`src/rtl/load_seq_pkg.sv`:
```
// Shared types and default timing for the flash load sequencer.
package load_seq_pkg;

   localparam int          CFG_W               = 5;
   localparam int          DEBOUNCE_CYCLES_DEF = 255;
   localparam int          HOLD_CYCLES_DEF     = 1000;
   localparam logic [23:0] TIMEOUT_CYCLES_DEF  = 24'hFFFFFF;

   typedef enum logic [2:0] {
      ST_DEBOUNCE,
      ST_START,
      ST_LOAD,
      ST_HOLD,
      ST_RUN,
      ST_ERROR
   } state_t;

endpackage

```
`src/rtl/config_debounce.sv`:
```
// Two-flop synchroniser followed by a stability counter for the config switches.
// cur    : latest synchronised value (changes immediately, not debounced)
// stable : cur has been unchanged for DEBOUNCE_CYCLES consecutive cycles
// dout   : last value that was seen stable
module config_debounce
   import load_seq_pkg::*;
#(
   parameter int WIDTH           = CFG_W,
   parameter int DEBOUNCE_CYCLES = DEBOUNCE_CYCLES_DEF
) (
   input  logic             clk,
   input  logic             rst_n,
   input  logic [WIDTH-1:0] din,
   output logic [WIDTH-1:0] cur,
   output logic             stable,
   output logic [WIDTH-1:0] dout
);

   localparam int            CW      = $clog2(DEBOUNCE_CYCLES + 2);
   localparam logic [CW-1:0] CNT_MAX = CW'(DEBOUNCE_CYCLES);
   localparam logic [CW-1:0] CNT_ONE = CW'(1);

   logic [WIDTH-1:0] s1, s2;
   logic [CW-1:0]    cnt;

   // synchronise the asynchronous switch inputs
   always_ff @(posedge clk or negedge rst_n) begin
      if (!rst_n) begin
         s1 <= '0;
         s2 <= '0;
      end else begin
         s1 <= din;
         s2 <= s1;
      end
   end

   // track the candidate value; a change restarts the count, which saturates
   always_ff @(posedge clk or negedge rst_n) begin
      if (!rst_n) begin
         cur <= '0;
         cnt <= '0;
      end else if (s2 != cur) begin
         cur <= s2;
         cnt <= CNT_ONE;
      end else if (cnt < CNT_MAX) begin
         cnt <= cnt + CNT_ONE;
      end
   end

   assign stable = (cnt >= CNT_MAX);

   // capture the accepted value so the sequencer can latch it a cycle later
   always_ff @(posedge clk or negedge rst_n) begin
      if (!rst_n)      dout <= '0;
      else if (stable) dout <= cur;
   end

endmodule

```
`src/rtl/flash_load_sequencer.sv`:
```
// Sequences a flash config load: debounce the switches, run the flash reader
// with the RAM port muxed to it, hold the CPU in reset for a while, then run.
// All outputs are registered from the next state so they line up with it.
module flash_load_sequencer
   import load_seq_pkg::*;
#(
   parameter int          DEBOUNCE_CYCLES = DEBOUNCE_CYCLES_DEF,
   parameter int          HOLD_CYCLES     = HOLD_CYCLES_DEF,
   parameter logic [23:0] TIMEOUT_CYCLES  = TIMEOUT_CYCLES_DEF
) (
   input  logic             clk,
   input  logic             rst_n,
   input  logic [CFG_W-1:0] config_sel,
   input  logic             reload_req,
   input  logic             loader_complete,
   output logic             loader_run,
   output logic [CFG_W-1:0] loader_config,
   output logic             bus_to_loader,
   output logic             cpu_reset_n,
   output logic             busy,
   output logic             load_error,
   output logic [CFG_W-1:0] active_config
);

   localparam int             HCW     = (HOLD_CYCLES > 1) ? $clog2(HOLD_CYCLES) : 1;
   localparam logic [HCW-1:0] H_LAST  = (HOLD_CYCLES > 0) ? HCW'(HOLD_CYCLES - 1) : '0;
   localparam logic [23:0]    TO_LAST = (TIMEOUT_CYCLES != 24'd0) ? TIMEOUT_CYCLES - 24'd1 : 24'd0;

   state_t           state, state_nxt;
   logic [23:0]      tcnt;
   logic [HCW-1:0]   hcnt;
   logic [CFG_W-1:0] deb_cur, deb_cfg;
   logic             deb_stable;
   logic             ld_done;

   config_debounce #(
      .WIDTH           (CFG_W),
      .DEBOUNCE_CYCLES (DEBOUNCE_CYCLES)
   ) u_debounce (
      .clk    (clk),
      .rst_n  (rst_n),
      .din    (config_sel),
      .cur    (deb_cur),
      .stable (deb_stable),
      .dout   (deb_cfg)
   );

   // a completion level already high on LOAD entry is ignored (tcnt == 0)
   assign ld_done = (state == ST_LOAD) && (tcnt != 24'd0) && loader_complete;

   // state register
   always_ff @(posedge clk or negedge rst_n) begin
      if (!rst_n) state <= ST_DEBOUNCE;
      else        state <= state_nxt;
   end

   // next-state logic
   always_comb begin
      state_nxt = state;
      case (state)
         ST_DEBOUNCE: if (deb_stable) state_nxt = ST_START;
         ST_START:    state_nxt = ST_LOAD;
         ST_LOAD: begin
            if (ld_done)              state_nxt = ST_HOLD;
            else if (tcnt >= TO_LAST) state_nxt = ST_ERROR;
         end
         ST_HOLD:     if (hcnt >= H_LAST) state_nxt = ST_RUN;
         ST_RUN: begin
            if (reload_req || (deb_stable && (deb_cur != active_config)))
               state_nxt = ST_START;
         end
         ST_ERROR: begin
            if (reload_req)                    state_nxt = ST_START;
            else if (deb_cur != loader_config) state_nxt = ST_DEBOUNCE;
         end
         default:     state_nxt = ST_DEBOUNCE;
      endcase
   end

   // LOAD timeout counter, cleared outside LOAD, saturating
   always_ff @(posedge clk or negedge rst_n) begin
      if (!rst_n)                 tcnt <= '0;
      else if (state != ST_LOAD)  tcnt <= '0;
      else if (tcnt != 24'hFFFFFF) tcnt <= tcnt + 24'd1;
   end

   // HOLD length counter, cleared outside HOLD, saturating
   always_ff @(posedge clk or negedge rst_n) begin
      if (!rst_n)                hcnt <= '0;
      else if (state != ST_HOLD) hcnt <= '0;
      else if (hcnt < H_LAST)    hcnt <= hcnt + HCW'(1);
   end

   // config bookkeeping: latch the bank in START, commit it on completion
   always_ff @(posedge clk or negedge rst_n) begin
      if (!rst_n) begin
         loader_config <= '0;
         active_config <= '0;
      end else begin
         if (state == ST_START) loader_config <= deb_cfg;
         if (ld_done)           active_config <= loader_config;
      end
   end

   // registered control outputs decoded from the next state
   always_ff @(posedge clk or negedge rst_n) begin
      if (!rst_n) begin
         loader_run    <= 1'b0;
         bus_to_loader <= 1'b0;
         cpu_reset_n   <= 1'b0;
         busy          <= 1'b1;
         load_error    <= 1'b0;
      end else begin
         loader_run    <= (state_nxt == ST_LOAD);
         bus_to_loader <= (state_nxt == ST_LOAD);
         cpu_reset_n   <= (state_nxt == ST_RUN);
         busy          <= !((state_nxt == ST_RUN) || (state_nxt == ST_ERROR));
         load_error    <= (state_nxt == ST_ERROR);
      end
   end

endmodule
```
`config.mk`:
```
export PLATFORM = sky130hd
export DESIGN_NAME = flash_load_sequencer
export DESIGN_NICKNAME = d
export VERILOG_FILES = /design/src/rtl/load_seq_pkg.sv /design/src/rtl/config_debounce.sv /design/src/rtl/flash_load_sequencer.sv
export SDC_FILE = /design/constraint.sdc
export NUM_CORES = 1
export LEC_CHECK = 0
export ABC_AREA = 1
export BUFFER_PORTS_ARGS = -buffer_cell sky130_fd_sc_hd__buf_2
export CAP_MARGIN = 20
export CORE_ASPECT_RATIO = 1.5
export CORE_MARGIN = 3
export CORE_UTILIZATION = 60
export CTS_CLUSTER_DIAMETER = 60
export DETAILED_ROUTE_END_ITERATION = 8
export GPL_TIMING_DRIVEN = 0
export PLACE_DENSITY_LB_ADDON = 0.05
export SKIP_CTS_REPAIR_TIMING = 1
export SLEW_MARGIN = 15
export SYNTH_ARGS = -nofsm -noshare
export SYNTH_HDL_FRONTEND = slang
export SYNTH_SLANG_ARGS = --single-unit
```
`constraint.sdc`:
```
create_clock -name clk -period 2.19 [get_ports clk]
set_input_delay 0.657 -clock clk [delete_from_list [all_inputs] [get_ports clk]]
set_output_delay 0.657 -clock clk [all_outputs]
set_load 0.02 [all_outputs]
```
# --- Word level (Yosys, flattened, before mapping) ---
# Cells that the tools add are included.
# W data, S select, Z words.
word_totals:
  ff_bits: 80
  input_bits: 9
  out_inout_bits: 15
  wordCells: 61
op_classes:
  add_sub_neg: 3
  magnitude_cmp: 5
  eq_ne: 14
  muxes: 14
  reduce_logical: 11
op_table:
  columns: ["operator", "n"]
  rows:
  - ["$mux W24", 2]
  - ["$add A24 B1 Y24 const B", 1]
  - ["$ge A24 B24 Y1 const B", 1]
  - ["$ne A24 B24 Y1 const B", 1]
  - ["$reduce_bool A24 Y1", 1]
  - ["$mux W3", 7]
  - ["$mux W10", 2]
  - ["$mux W9", 2]
  - ["$pmux W3 S6", 1]
  - ["$ne A5 B5 Y1", 3]
  - ["$eq A3 B3 Y1 const B", 4]
  - ["$add A10 B1 Y10 const B", 1]
  - ["$ge A10 B10 Y1 const B", 1]
  - ["$lt A10 B10 Y1 const B", 1]
  - ["$add A9 B1 Y9 const B", 1]
  - ["$eq A3 B2 Y1 const B", 3]
  - ["$ge A9 B8 Y1 const B", 1]
  - ["$lt A9 B8 Y1 const B", 1]
  - ["$ne A3 B2 Y1 const B", 2]
  - ["$reduce_bool A2 Y1", 3]
  - ["$eq A3 B1 Y1 const B", 1]
  - ["$logic_and A1 B1 Y1", 3]
  - ["$logic_not A3 Y1", 1]
  - ["$logic_or A1 B1 Y1", 2]
  - ["$logic_not A1 Y1", 1]

# --- Longest topological paths before layout ---
# Gate-level depths: netlist (run 1).
depth:
  depth_word: 8
  mapped_depth: 12
  mapped_depth_nobuf: 12

# --- Cells and area by module ---
# Synthesis (run 1) repeated with hierarchy kept, for this count alone.
hier_totals:
  hier_cells: 568
  area_unflattened_um2: 4369.2
by_module_without_submodules:
  columns: ["mod", "n_inst", "cells_each", "area_each_um2", "seq_area_each_um2"]
  rows:
  - ["flash_load_sequencer", 1, 422, 3050.4, 1277.5]
  - ["config_debounce", 1, 146, 1318.8, 725.7]

# --- Worst setup path before layout (run 1) ---
# Ideal clock, no wire load.
synth_path:
  path_kind: "register to register"
  startpoint: "reg u_debounce.cnt[0]"
  endpoint: "reg cpu_reset_n"
  setup_time_ps: 119
  t_arrival_ps: 1496
  required_ps: 2071
  setup_slack_ps: 575
  stages_incl_launch_ff: 12
  n_path_buf: 0
  synth_period_minus_slack_ps: 1615
  path_cell_list: "dfrtp_1 ha_1 inv_1 nor4_1 ha_1 inv_1 nand3_1 nand2_1 nand2_1 nor2_1 nor2_2 nor2_2"
synth_between:
  elab_chain_cells: 6
  word_cells_on_any_way: 7
  classes_between: "order compare: 1; eq/ne: 1; mux: 3; reduce/logical: 2"
synth_lines:
  columns: ["item", "line", "source"]
  rows:
  - ["start: declaration", "config_debounce.sv:24", "logic [CW-1:0] cnt;"]
  - ["start signal: assignment", "config_debounce.sv:46", "cnt <= cnt + CNT_ONE;"]
  - ["$ge A9 B8 Y1 *", "config_debounce.sv:50", "assign stable = (cnt >= CNT_MAX);"]
  - ["$logic_and A1 B1 Y1", "flash_load_sequencer.sv:69", "if (reload_req || (deb_stable && (deb_cur != active_config)))"]
  - ["$logic_or A1 B1 Y1", "flash_load_sequencer.sv:69", null]
  - ["$mux W3", "flash_load_sequencer.sv:69", null]
  - ["$pmux W3 S6 *", "flash_load_sequencer.sv:60", "case (state)"]
  - ["$eq A3 B3 Y1 *", "flash_load_sequencer.sv:116", "cpu_reset_n <= (state_nxt == ST_RUN);"]
  - ["end signal: assignment", "flash_load_sequencer.sv:116", null]
  - ["end: declaration", "flash_load_sequencer.sv:19", "output logic cpu_reset_n,"]
# Every way passes the cells marked *; elsewhere a longest branch is shown, timed or not.
# A chain may end at the register's enable or synchronous reset.

# --- Worst setup path after layout (run 1) ---
layout_path:
  startpoint: "reg u_debounce.cnt[0]"
  endpoint: "reg u_debounce.dout[2]"
layout_between:
  elab_chain_cells: 1
layout_lines:
  columns: ["item", "line", "source"]
  rows:
  - ["$ge A9 B8 Y1", "config_debounce.sv:50", null]
  - ["end signal: assignment", "config_debounce.sv:55", "else if (stable) dout <= cur;"]
  - ["end: declaration", "config_debounce.sv:16", "output logic [WIDTH-1:0] dout"]
# No other way between the ends.

==> run_results.csv, run 1 <==
group,metric,value,unit
routing,drtIter0Drc,187,
clock_tree,cts_tree,"done",
power_and_ir_drop,p_total,2580,uW
synth,synth_cell_types,39,
synth,yosysTopAreaCell,"dfrtp_1",
setup_path,endpoint_kind,"flop",
synth,async_reset_ff_share,100,%
sta,min_period,2.00,ns
cells_and_area,antenna_cells,0,
clock_tree,cts_buffers,9,
synth,synth_ff_type,"dfrtp_1",
setup_path,cp.required,2.44,ns
run_status,status,"finished, final reports clean",
power_and_ir_drop,p_leak,0.00227,uW
routing,detail_route.wl_per_cell,13.9,um
grt,grt_max_degree,64,
sta,hold_viol,0,
cells_and_area,final_nets,585,
floorplanning,start_util,63.1,%
sta,min_period_over_period,91.2,%
place,place.gp.congestion,0.959,
place,portBuffers,23,
grt,grt.overflow.total,0,
clock_tree,max-clock-path-buffers,2,
sta,fmax,500,MHz
cells_and_area,fillers,587,
power_and_ir_drop,power_density,559,nW/um^2
sta,fin_tns_setup,0,ns
floorplanning,row_count,36,
setup_path,start_kind,"flop",
setup_path,r2r-start,"u_debounce.cnt[0]",
floorplanning,die_x,74.4,um
sta,clock_skew,0.00784,ns
clock_tree,cts_root_buffer,"clkbuf_8",
place,preCtsSetupSlack,0.225,ns
clock_tree,clkTransAtPathRegs,0.09,ns
synth,syn_nets,550,
clock_tree,clk_latency,0.36,ns
grt,grt_pass1_wl,15.8,mm
floorplanning,coreArea,6670,um^2
floorplanning,dieArea,8070,um^2
place,hpwl,6.75,mm
grt,grt.total_usage,25.7,%
routing,finalWirelength,9.06,mm
power_and_ir_drop,ir_drop,0.436,mV
grt,antenna_found_initial,0,
place,place_area,4450,um^2
clock_tree,clock-sinks,80,
min_path,min-delay-path-class,"input pin to async pin",
synth,synth_edf_count,0,
sta,slew_viol_final,0,
setup_path,crit_path_start,"u_debounce.cnt[0]",
cells_and_area,fin_cells,651,
synth,ys_seq_area_share,47.6,%
synth,synthTopCellsByArea,"dfrtp_1 47%, nand2_1 12%, inv_1 5.6%",
cells_and_area,syn2layout_area_growth,9.99,%
grt,grt_pass1_vias,3532,
setup_path,crit_type,"flop to flop",
sta,finalSetupViolations,0,
synth,yosysTopAreaCellShare,47.0,%
routing,dr.pass1.iters,5,
routing,routed_via_density,5.43,
routing,ant_nets,0,
sta,relSlewSlack,68.3,%
routing,drc,0,
setup_path,worstPathArrival,2.25,ns
setup_path,crit_fanout,10,
synth,syn_inst,535,
cells_and_area,drive_gt1_share,15.1,%
sta,fin_ws,0.192,ns
synth,avgSynthCellArea,7.86,um^2
place,dp.cells,635,
synth,ys.warnings.count,0,
cells_and_area,fin_area,4630,um^2
sta,tightest_slew,0.472,ns
synth,syn_area,4210,um^2
sta,rsz0062_at_grt,"true",
floorplanning,die_y,109,um
synth,ys_ff_latch,80,
run,max-cap-violations,0,
clock_tree,htree_levels,3,
routing,vias,3536,
floorplanning,io_pins,24,
## flip-flops by register name (all words and copies together), names as in the netlist, 3 cells and up
signal           cells
tcnt                24
hcnt                10
u_debounce.cnt       9
active_config        5
loader_config        5
u_debounce.cur       5
u_debounce.dout      5
u_debounce.s1        5
u_debounce.s2        5
state                3
## where the power goes
group          internal [uW]  total [uW]  switching, uW
clock network            418         999            581
registers               1490        1500           12.3
logic                   26.6        81.6           55.0
total                   1940        2580            648
## worst max-delay path: stages, from the launching register on
cell and delay, ns:
dfrtp_1 0.39, ha_1 0.19, inv_1 0.08, nor4_1 0.34, ha_1 0.21, inv_1 0.04, nand3_1 0.15, clkinv_1 0.27
nand2_1 0.14, o21ai_0 0.09
## cell usage in the layout (no fill, tap or decap), types with 2 or more instances in the layout
cell type | synthesis | routed
xnor2_1 | 2 | 2
inv_1 | 63 | 63
o21ai_1 | 11 | 11
clkinv_4 | 0 | 2
o21ai_0 | 23 | 23
nand4_1 | 5 | 5
buf_2 | 2 | 24
nor2_2 | 9 | 9
nand2_1 | 132 | 132
ha_1 | 6 | 6
a21oi_1 | 15 | 15
nor4_1 | 2 | 2
clkinvlp_4 | 0 | 4
clkbuf_1 | 6 | 6
nor3_4 | 3 | 3
nor2_4 | 5 | 5
xor2_1 | 7 | 7
nand3b_1 | 2 | 2
nand3_1 | 42 | 42
dfrtp_1 | 79 | 79
inv_2 | 4 | 4
a31oi_1 | 6 | 6
buf_4 | 1 | 2
clkinv_1 | 3 | 3
nor3_1 | 17 | 17
nand2_2 | 7 | 7
nor2_1 | 60 | 60
nand3_2 | 3 | 3
o31ai_1 | 2 | 2
or2_2 | 7 | 7
clkbuf_8 | 0 | 9
## cells in the mapped netlist, types with 7 or more instances
cell	n
nand3_1	42
or2_2	7
nand2_2	7
inv_1	63
nor2_2	9
o21ai_0	23
o21ai_1	11
xor2_1	7
a21oi_1	15
dfrtp_1	79
nor3_1	17
nand2_1	132
nor2_1	60
## per-stage QoR
step / hold slack [ns] / util (%)
after global routing: 0.154 / 69.4
after global placement: 0.333 / 66.3
after floorplan: 0.331 / -
final: 0.156 / 69.4
after CTS: 0.143 / 69.4
after detailed placement: 0.337 / 66.7
## cell type report
| cell class | count | area (um^2) | share of cell area (%) |
|---|---|---|---|
| Inverter | 71 | 269 | 5.81 |
| Sequential cell | 80 | 2000 | 43.3 |
| Clock inverter | 7 | 56.3 | 1.22 |
| Multi-Input combinational cell | 373 | 1880 | 40.6 |
| Clock buffer | 9 | 124 | 2.68 |
| Tap cell | 76 | 95.1 | 2.06 |
| Timing Repair Buffer | 24 | 145 | 3.14 |
| Buffer | 11 | 55.1 | 1.19 |
## logic make-up after synthesis
group | after synthesis | synth area share, %
and+or+nand+nor | 298 | 33.4
buffers and inverters | 82 | 7.70
DFF | 80 | 47.6
AOI/OAI and AO/OA | 60 | 7.61
xor gates and xnor gates | 9 | 1.87
adders and majority gates | 6 | 1.78
## path summary, 6_finish.rpt
path	to	slack, ns	depth (start not counted)
worst max register to register	u_debounce.dout[2]	0.19	9
max in group asynchronous	busy	1.41	2
worst min-delay path	u_debounce.cur[2]	0.16	1
worst max-delay path	u_debounce.dout[2]	0.19	9
worst min register to register	u_debounce.s2[3]	0.35	0
min in group clk	u_debounce.s2[3]	0.35	0
## metal layers
layer	GRT usage, %	vias to the layer above	wire length [um]
met3	4.74	26	252
li1	-	1774	-
met4	13.5	0	279
met5	0	-	0
met1	30.6	1675	3820
met2	43.2	61	4710
(Power assumes the default switching activity.)
==> inputs of run 2 (changes only) <==
--- a/config.mk
+++ b/config.mk
@@ -14,7 +14,7 @@
 export CTS_CLUSTER_DIAMETER = 60
 export DETAILED_ROUTE_END_ITERATION = 8
 export GPL_TIMING_DRIVEN = 0
-export PLACE_DENSITY_LB_ADDON = 0.05
+export PLACE_DENSITY = 0.84
 export SKIP_CTS_REPAIR_TIMING = 1
 export SLEW_MARGIN = 15
 export SYNTH_ARGS = -nofsm -noshare
==> constraint.sdc (replaced) <==
create_clock -name clk -period 2.55 [get_ports clk]
set_input_delay 0.765 -clock clk [delete_from_list [all_inputs] [get_ports clk]]
set_output_delay 0.765 -clock clk [all_outputs]
set_load 0.02 [all_outputs]
==> run 2 against run 1 <==
Sequential power decreased by 14%. Combinational power decreased by 18%. Register-to-register slack improved by 0.33 ns. Critical path type unchanged. Sequential cell count unchanged. Non-clock buffer count unchanged. Sequential share of layout area decreased by 0.13 points. First-iteration DRC count increased by 26%. Clock-buffer cell count unchanged. Core utilization increased by 0.21 points. Power decreased by 10%. Cell count unchanged.
==> run_results.csv, run 2 (synthesis results as in run 1) <==
group,metric,value,unit
run_status,status,"finished, final reports clean",
floorplanning,start_util,63.1,%
clock_tree,clk_latency,0.37,ns
sta,hold_ws,0.353,ns
cells_and_area,final_nets,585,
sta,relSlewSlack,65.7,%
sta,clock_skew,0.00809,ns
sta,fin_ws,0.525,ns
cells_and_area,largest_reg_flops,24,
grt,grt.total_usage,24.2,%
clock_tree,clock-sinks,80,
power_and_ir_drop,p_int,1760,uW
sta,hold_viol,0,
sta,finalSetupViolations,0,
power_and_ir_drop,p_leak,0.00229,uW
floorplanning,row_count,36,
grt,antenna_found_initial,0,
routing,finalWirelength,8.92,mm
routing,routed_via_density,5.53,
setup_path,endpoint_kind,"flop",
grt,grt.overflow.total,0,
setup_path,cp.required,2.80,ns
place,portBuffers,23,
cells_and_area,layout_commonest_cell,"nand2_1",
sta,fmax,494,MHz
power_and_ir_drop,p_switching,552,uW
grt,grt_pass1_vias,3464,
min_path,min-delay-path-class,"flop to flop",
power_and_ir_drop,pwr-share-comb,2.9,%
routing,vias,3599,
power_and_ir_drop,ir_drop,0.361,mV
grt,grt_max_degree,42,
setup_path,crit_type,"flop to flop",
clock_tree,cts_buffers,9,
setup_path,worstPathArrival,2.28,ns
floorplanning,die_x,74.4,um
setup_path,critPathSlowestCell,"dfrtp_1",
cells_and_area,fin_util,69.6,%
place,place.gp.congestion,0.915,
sta,fin_tns_setup,0,ns
power_and_ir_drop,power_density,499,nW/um^2
routing,drc,0,
sta,slew_viol_final,0,
routing,detail_route.wl_per_cell,13.7,um
setup_path,critPathMaxStageDelay,0.40,ns
run,max-cap-violations,0,
floorplanning,dieArea,8070,um^2
setup_path,r2r_cells,9,
floorplanning,io_pins,24,
sta,tightest_slew,0.514,ns
cells_and_area,drive_gt1_share,15.1,%
min_path,worstHoldPathCells,0,
place,dp.cells,635,
power_and_ir_drop,swShare,23.8,%
cells_and_area,regMostFlops,"tcnt",
cells_and_area,fin_cells,651,
clock_tree,cts_root_buffer,"clkbuf_8",
clock_tree,clkTransAtPathRegs,0.09,ns
sta,rsz0062_at_grt,"false",
setup_path,crit_fanout,10,
cells_and_area,syn2layout_area_growth,10.3,%
cells_and_area,largest_registers,"tcnt: 24 flops, hcnt: 10 flops, u_debounce.cnt: 9 flops",
clock_tree,htree_levels,3,
power_and_ir_drop,p_clk_share,41.3,%
power_and_ir_drop,seq_power_share,55.8,%
grt,grt_pass1_wl,15.1,mm
clock_tree,cts_tree,"done",
place,preCtsSetupSlack,0.608,ns
routing,ant_nets,0,
floorplanning,die_y,109,um
clock_tree,max-clock-path-buffers,2,
setup_path,start_kind,"flop",
cells_and_area,mostFrequentLayoutCells,"132 x nand2_1, 79 x dfrtp_1, 63 x inv_1, 60 x nor2_1, 42 x nand3_1",
sta,min_period_over_period,79.4,%
routing,dr.pass1.iters,5,
cells_and_area,antenna_cells,0,
place,hpwl,6.59,mm
setup_path,critical_path.cell_chain,"ha_1, inv_1, nor4_1, ha_1, inv_1, nand3_1, clkinv_1, nand2_1, o21ai_0",
routing,drtIter0Drc,235,
sta,min_period,2.02,ns
floorplanning,coreArea,6670,um^2
run 2: cell types whose count changed in the layout (fill, tap and decap cells not counted):
cell and change:
buf_12 +1, buf_16 -1, clkinvlp_4 -3, clkinv_2 +1
bufinv_16 +1, inv_6 +1
run 2: cell type report:
cell class | count | area, um^2
fillers | 544 | 2030
flip-flops and latches | 80 | 2000
multi-input cells | 373 | 1880
inverters | 71 | 269
repair buffers | 24 | 138
clock buffers | 9 | 124
well taps | 76 | 95.1
clock inverters | 7 | 77.6
plain buffers | 11 | 55.1
run 2: per-layer routing:
| layer | vias to the layer above | GRT usage (%) | share of wire, % |
|---|---|---|---|
| li1 | 1775 | - | - |
| met1 | 1699 | 28.7 | 41 |
| met2 | 97 | 41.5 | 52 |
| met3 | 28 | 3.72 | 4.0 |
| met4 | 0 | 12.3 | 3.5 |
| met5 | - | 0 | 0 |
run 2: power by group through the flow:
stage	Sequential [uW]	Clock [uW]	Combinational (uW)
3_3_place_gp	1320	0	61.9
5_1_grt	1290	1040	77.0
4_1_cts	1290	964	68.6
3_5_place_dp	1320	0	68.4
2_1_floorplan	1310	0	27.0
6_report	1290	956	66.7
run 2: worst max-delay path, delay by kind of cell, from the launching register on:
kind | cells | cell delay [ns]
compound gates | 1 | 0.09
fa+ha+maj | 2 | 0.38
buf+inv | 3 | 0.40
flops | 1 | 0.40
simple gates | 3 | 0.64
run 2: path summary, 6_finish.rpt:
check,startpoint,end,slack [ns]
min reg2reg,u_debounce.s1[2],u_debounce.s2[2],0.35
max in group asynchronous,rst_n,busy,1.55
max reg2reg,u_debounce.cnt[0],u_debounce.dout[0],0.53
min in group asynchronous,rst_n,active_config[3],0.36
min,u_debounce.s1[2],u_debounce.s2[2],0.35
max,u_debounce.cnt[0],u_debounce.dout[0],0.53
run 2: per-stage QoR:
step	power [uW]	instance area, um^2
2_1_floorplan	1340	4210
3_3_place_gp	1380	4420
3_5_place_dp	1390	4440
4_1_cts	2320	4640
5_1_grt	2410	4640
6_report	2310	4640
